<file path="src/rtl/axi_lite_master_bridge.sv">
// Bridges a CPU/cache request port to AXI4: INCR reads of 1-16 beats, single-beat strobed writes, one outstanding.
// Performance counters are compiled in when the macro AXI_MASTER_PERF_EN is defined.
module axi_lite_master_bridge #(
  parameter int unsigned ADDR_W = 32,
  parameter int unsigned DATA_W = 32,
  parameter int unsigned ID_W   = 4,
  parameter int unsigned MST_ID = 0
) (
  input  logic                ACLK,
  input  logic                ARESETn,
  input  logic                req_valid,
  output logic                req_ready,
  input  logic                req_write,
  input  logic [ADDR_W-1:0]   req_addr,
  input  logic [3:0]          req_len,
  input  logic [DATA_W-1:0]   req_wdata,
  input  logic [DATA_W/8-1:0] req_wstrb,
  output logic                rsp_valid,
  input  logic                rsp_ready,
  output logic [DATA_W-1:0]   rsp_rdata,
  output logic                rsp_last,
  output logic                rsp_err,
  output logic [ID_W-1:0]     AWID,
  output logic [ADDR_W-1:0]   AWADDR,
  output logic [3:0]          AWLEN,
  output logic [2:0]          AWSIZE,
  output logic [1:0]          AWBURST,
  output logic                AWVALID,
  input  logic                AWREADY,
  output logic [DATA_W-1:0]   WDATA,
  output logic [DATA_W/8-1:0] WSTRB,
  output logic                WLAST,
  output logic                WVALID,
  input  logic                WREADY,
  input  logic [ID_W-1:0]     BID,
  input  logic [1:0]          BRESP,
  input  logic                BVALID,
  output logic                BREADY,
  output logic [ID_W-1:0]     ARID,
  output logic [ADDR_W-1:0]   ARADDR,
  output logic [3:0]          ARLEN,
  output logic [2:0]          ARSIZE,
  output logic [1:0]          ARBURST,
  output logic                ARVALID,
  input  logic                ARREADY,
  input  logic [ID_W-1:0]     RID,
  input  logic [DATA_W-1:0]   RDATA,
  input  logic [1:0]          RRESP,
  input  logic                RLAST,
  input  logic                RVALID,
  output logic                RREADY
`ifdef AXI_MASTER_PERF_EN
  ,
  output logic [31:0]         perf_rd_cnt,
  output logic [31:0]         perf_wr_cnt,
  output logic [31:0]         perf_stall_cnt
`endif
);

  localparam int unsigned STRB_W = DATA_W / 8;
  localparam logic [ID_W-1:0] MST_ID_V = ID_W'(MST_ID);

  typedef enum logic [2:0] {
    S_IDLE  = 3'd0,
    S_RADDR = 3'd1,
    S_RDATA = 3'd2,
    S_WREQ  = 3'd3,
    S_WRESP = 3'd4
  } state_t;

  state_t              state_q, state_d;
  logic [ADDR_W-1:0]   addr_q;
  logic [3:0]          len_q;
  logic [3:0]          cnt_q;
  logic [DATA_W-1:0]   wdata_q;
  logic [STRB_W-1:0]   wstrb_q;
  logic [ID_W-1:0]     id_q;
  logic                aw_done_q;
  logic                w_done_q;
  logic                beat_last;
  logic                unused_addr_lsb;

  assign beat_last       = (cnt_q == len_q);
  assign unused_addr_lsb = ^req_addr[1:0];

  // State register
  always_ff @(posedge ACLK or negedge ARESETn) begin
    if (!ARESETn) state_q <= S_IDLE;
    else          state_q <= state_d;
  end

  // Next-state logic
  always_comb begin
    state_d = state_q;
    case (state_q)
      S_IDLE:  if (req_valid) state_d = req_write ? S_WREQ : S_RADDR;
      S_RADDR: if (ARREADY) state_d = S_RDATA;
      S_RDATA: if (RVALID && rsp_ready && beat_last) state_d = S_IDLE;
      S_WREQ:  if ((aw_done_q || AWREADY) && (w_done_q || WREADY)) state_d = S_WRESP;
      S_WRESP: if (BVALID && rsp_ready) state_d = S_IDLE;
      default: state_d = S_IDLE;
    endcase
  end

  // Handshake outputs and response pass-through; the early-RLAST case is flagged but the count governs
  always_comb begin
    req_ready = 1'b0;
    ARVALID   = 1'b0;
    RREADY    = 1'b0;
    AWVALID   = 1'b0;
    WVALID    = 1'b0;
    BREADY    = 1'b0;
    rsp_valid = 1'b0;
    rsp_rdata = '0;
    rsp_last  = 1'b0;
    rsp_err   = 1'b0;
    case (state_q)
      S_IDLE:  req_ready = 1'b1;
      S_RADDR: ARVALID = 1'b1;
      S_RDATA: begin
        RREADY    = rsp_ready;
        rsp_valid = RVALID;
        rsp_rdata = RDATA;
        rsp_last  = beat_last;
        rsp_err   = (RRESP != 2'b00) | (RLAST != beat_last) | (RID != MST_ID_V);
      end
      S_WREQ: begin
        AWVALID = !aw_done_q;
        WVALID  = !w_done_q;
      end
      S_WRESP: begin
        BREADY    = rsp_ready;
        rsp_valid = BVALID;
        rsp_last  = 1'b1;
        rsp_err   = (BRESP != 2'b00) | (BID != MST_ID_V);
      end
      default: ;
    endcase
  end

  // Request capture, beat counter and per-channel write completion flags
  always_ff @(posedge ACLK or negedge ARESETn) begin
    if (!ARESETn) begin
      addr_q    <= '0;
      len_q     <= '0;
      cnt_q     <= '0;
      wdata_q   <= '0;
      wstrb_q   <= '0;
      id_q      <= '0;
      aw_done_q <= 1'b0;
      w_done_q  <= 1'b0;
    end else begin
      case (state_q)
        S_IDLE: if (req_valid) begin
          addr_q    <= {req_addr[ADDR_W-1:2], 2'b00};
          len_q     <= req_len;
          wdata_q   <= req_wdata;
          wstrb_q   <= req_wstrb;
          id_q      <= MST_ID_V;
          aw_done_q <= 1'b0;
          w_done_q  <= 1'b0;
        end
        S_RADDR: if (ARREADY) cnt_q <= '0;
        S_RDATA: if (RVALID && rsp_ready) cnt_q <= cnt_q + 4'd1;
        S_WREQ: begin
          if (AWVALID && AWREADY) aw_done_q <= 1'b1;
          if (WVALID && WREADY)   w_done_q  <= 1'b1;
        end
        default: ;
      endcase
    end
  end

  assign AWID    = id_q;
  assign AWADDR  = addr_q;
  assign AWLEN   = 4'd0;
  assign AWSIZE  = 3'b010;
  assign AWBURST = 2'b01;
  assign WDATA   = wdata_q;
  assign WSTRB   = wstrb_q;
  assign WLAST   = 1'b1;
  assign ARID    = id_q;
  assign ARADDR  = addr_q;
  assign ARLEN   = len_q;
  assign ARSIZE  = 3'b010;
  assign ARBURST = 2'b01;

`ifdef AXI_MASTER_PERF_EN
  logic stall;
  assign stall = (AWVALID & !AWREADY) | (WVALID & !WREADY) |
                 (ARVALID & !ARREADY) | (rsp_valid & !rsp_ready);

  // Free-running wrap-around event counters
  always_ff @(posedge ACLK or negedge ARESETn) begin
    if (!ARESETn) begin
      perf_rd_cnt    <= '0;
      perf_wr_cnt    <= '0;
      perf_stall_cnt <= '0;
    end else begin
      if (state_q == S_RDATA && RVALID && rsp_ready && beat_last) perf_rd_cnt <= perf_rd_cnt + 32'd1;
      if (state_q == S_WRESP && BVALID && rsp_ready)              perf_wr_cnt <= perf_wr_cnt + 32'd1;
      if (stall)                                                  perf_stall_cnt <= perf_stall_cnt + 32'd1;
    end
  end
`endif

endmodule
</file>
<file path="config.mk">
export PLATFORM = sky130hd
export DESIGN_NAME = axi_lite_master_bridge
export DESIGN_NICKNAME = d
export VERILOG_FILES = /design/src/rtl/axi_lite_master_bridge.sv
export SDC_FILE = /design/constraint.sdc
export NUM_CORES = 1
export LEC_CHECK = 0
export CORE_MARGIN = 2
export CORE_UTILIZATION = 30
export CTS_CLUSTER_DIAMETER = 100
export CTS_CLUSTER_SIZE = 14
export DETAILED_ROUTE_END_ITERATION = 10
export PLACE_DENSITY_LB_ADDON = 0.05
export SYNTH_ARGS = -nofsm -noshare
export SYNTH_HDL_FRONTEND = slang
export SYNTH_SLANG_ARGS = --single-unit
</file>
<file path="constraint.sdc">
create_clock -name ACLK -period 1.9 [get_ports ACLK]
set_input_delay 0.38 -clock ACLK [delete_from_list [all_inputs] [get_ports ACLK]]
set_output_delay 0.38 -clock ACLK [all_outputs]
set_load 0.1 [all_outputs]
</file>
==> impl_metrics.env <==
export IMPL_final_setup_tns_ns=-7.95
export IMPL_initialDrtViolationCount=48
export IMPL_skew_ns=0.00504
export IMPL_grt_first_pass_wirelength_um=19400
export IMPL_grt_setup_unrepaired="yes"
export IMPL_start_util=0.309
export IMPL_synth_edff_count=0
export IMPL_grt_max_degree=47
export IMPL_dieArea_um2=15400
export IMPL_yosysSeqAreaShare=0.458
export IMPL_clock_path_buffers=2
export IMPL_cts_hold_buffers=0
export IMPL_cts_tree="yes"
export IMPL_drc=0
export IMPL_ys_ff_latch=79
export IMPL_min_path_type="in -> async"
export IMPL_syn_to_final_growth_pct=101
export IMPL_cap_violations=0
export IMPL_cts_sink_count=79
export IMPL_dieWidth_um=124
export IMPL_path_class="in -> out"
export IMPL_wirelength_um=13400
export IMPL_crit_path_start_kind="input pin"
export IMPL_synth_warnings=0
export IMPL_final_period_utilization=1.18
export IMPL_numCtsBuffers=9
export IMPL_grt_usage=0.167
export IMPL_place_ws_ns=-0.482
export IMPL_place_gp_congestion=0.768
export IMPL_ys_types=45
export IMPL_vias_per_cell=4.29
export IMPL_io_pins=295
export IMPL_dp_hpwl_um=10100
export IMPL_ys_flop_type="dfrtp_1"
export IMPL_overflow=0
export IMPL_async_reset_ff_frac=1.00
export IMPL_run_status="complete, but fails checks"
export IMPL_antenna_found_initial=0
export IMPL_endpoint_kind="output port"
export IMPL_place_area_um2=7990
export IMPL_die_y_um=124
export IMPL_fin_ws_ns=-0.339
export IMPL_cts_root_buf="clkbuf_16"
export IMPL_clk_latency_ns=0.33
export IMPL_r2r_slack_ns=0.08
export IMPL_worstPathMaxFanout=1
export IMPL_clk_pin_slew_worst_paths_ns=0.06
export IMPL_core_region_area_um2=14000
export IMPL_crit_required_ns=1.52
export IMPL_fin_area_um2=8690
export IMPL_fmax_mhz=447
export IMPL_synth_cells=317
export IMPL_dr_pass1_iters=4
export IMPL_fin_crit_ns=2.24
export IMPL_setup_viol_count_final=40
export IMPL_slew_viol_final=0
export IMPL_syn_avg_cell_area_um2=13.6
export IMPL_h_tree_depth=3
export IMPL_avgRoutedWirePerCell_um=17.3
export IMPL_finalHoldViolCount=5
export IMPL_nets=721
export IMPL_grt_pass1_vias=3548
export IMPL_portBuffers=265
export IMPL_rows=43
export IMPL_synth_area_um2=4320
export IMPL_violations="negative hold slack, negative setup slack"
export IMPL_layout_drive_gt1_share=0.567
export IMPL_vias=3338
export IMPL_crit_arrival_ns=1.86
export IMPL_holdWs_ns=-0.00714
export IMPL_insertedDiodeCount=0
export IMPL_postRouteAntennaNets=0
## through the flow
stage | utilization | std cells
finish | 0.621 | 778
global route | 0.621 | 778
CTS | 0.612 | 772
detailed placement | 0.571 | 738
global placement | 0.571 | 738
floorplan | - | 342
## flip-flops by register name (all words and copies together), names as in the netlist
signal and count:
ARADDR 30, state_q 3, aw_done_q 1, w_done_q 1, WSTRB 4, cnt_q 4, ARLEN 4, WDATA 32
## layout make-up
class                           instances  area [um^2]
Clock inverter                          3         17.5
Inverter                                3         18.8
Clock buffer                           13          260
Multi-Input combinational cell        188         2010
Timing Repair Buffer                  312         4170
Tap cell                              180          225
Sequential cell                        79         1990
Fill cell                            1048         5300
## cells by family after synthesis
family	count (synthesis)	synth area share
multiplexers	71	0.244
adder cells (fa/ha/maj)	1	0.00290
buffers and inverters	75	0.151
flip-flops	79	0.458
AO/OA/AOI/OAI	21	0.0371
XOR/XNOR	5	0.0101
other	2	0.00174
AND/OR/NAND/NOR	63	0.0953
## worst paths after layout
| path | startpoint | endpoint | depth (start not counted) |
|---|---|---|---|
| worst max-delay path | BRESP[1] | rsp_err | 5 |
| worst min-delay path | ARESETn | WDATA[3]$_DFFE_PN0P_ | 1 |
| worst max register to register | state_q[2]$_DFFE_PN0P_ | WDATA[21]$_DFFE_PN0P_ | 7 |
| worst min register to register | WDATA[23]$_DFFE_PN0P_ | WDATA[23]$_DFFE_PN0P_ | 1 |
| max in group asynchronous | ARESETn | WDATA[30]$_DFFE_PN0P_ | 2 |
| min in group ACLK | WDATA[23]$_DFFE_PN0P_ | WDATA[23]$_DFFE_PN0P_ | 1 |
## synth_stat cells, drive strengths merged (2+ instances only)
master	number	area (um^2)
dfrtp	79	1980
mux2	71	1050
buf	70	632
and2	36	228
nor2	5	18.8
o22ai	4	25.0
xnor2	4	35.0
a21oi	3	15.0
a22o	3	28.8
nand2	3	11.3
nor3b	3	32.5
or3	3	21.3
a32o	2	20.0
clkbuf	2	7.51
conb	2	7.51
inv	2	7.50
nor2b	2	12.5
nor4	2	12.5
o211ai	2	15.0
o31ai	2	15.0
or4	2	15.0
## placed cells by master, fill, tap and decap left out, types with 2 or more instances in the layout
cell type and count:
a21oi_1 2, a22o_2 2, a32o_1 2, and2_4 35
buf_12 114, buf_4 58, buf_6 13, buf_8 2
clkbuf_1 2, clkbuf_16 11, clkbuf_8 2, clkdlybuf4s50_1 117
clkinv_2 2, conb_1 27, dfrtp_1 75, dfrtp_4 4
dlygate4sd2_1 6, mux2_4 71, nand2_1 3, nor2_1 3
nor2_4 2, nor2b_1 2, nor3b_4 2, nor4_1 2
o211ai_1 2, o22ai_1 4, or3_4 3, xnor2_2 4
## layer usage
layer,GRT usage,vias to the layer above,part of all wire
li1,-,1540,-
met1,0.182,1629,0.35
met2,0.310,160,0.55
met3,0.0467,9,0.088
met4,0.0569,0,0.012
met5,0,-,0
## worst max-delay path: stages
cell and delay, ns:
clkdlybuf4s50_1 0.42, or4_4 0.44, o31ai_4 0.24, o211ai_1 0.18, buf_12 0.21
## repair_timing
action                     CTS  global route
setup endpoints to repair   39            95
setup buffers               17             7
gates resized for setup     40            11
pin swaps                   20            28
gates cloned                 2             2
Power is not shown: default switching activity piles up to over one toggle a cycle in this logic, so the estimate is an artifact.
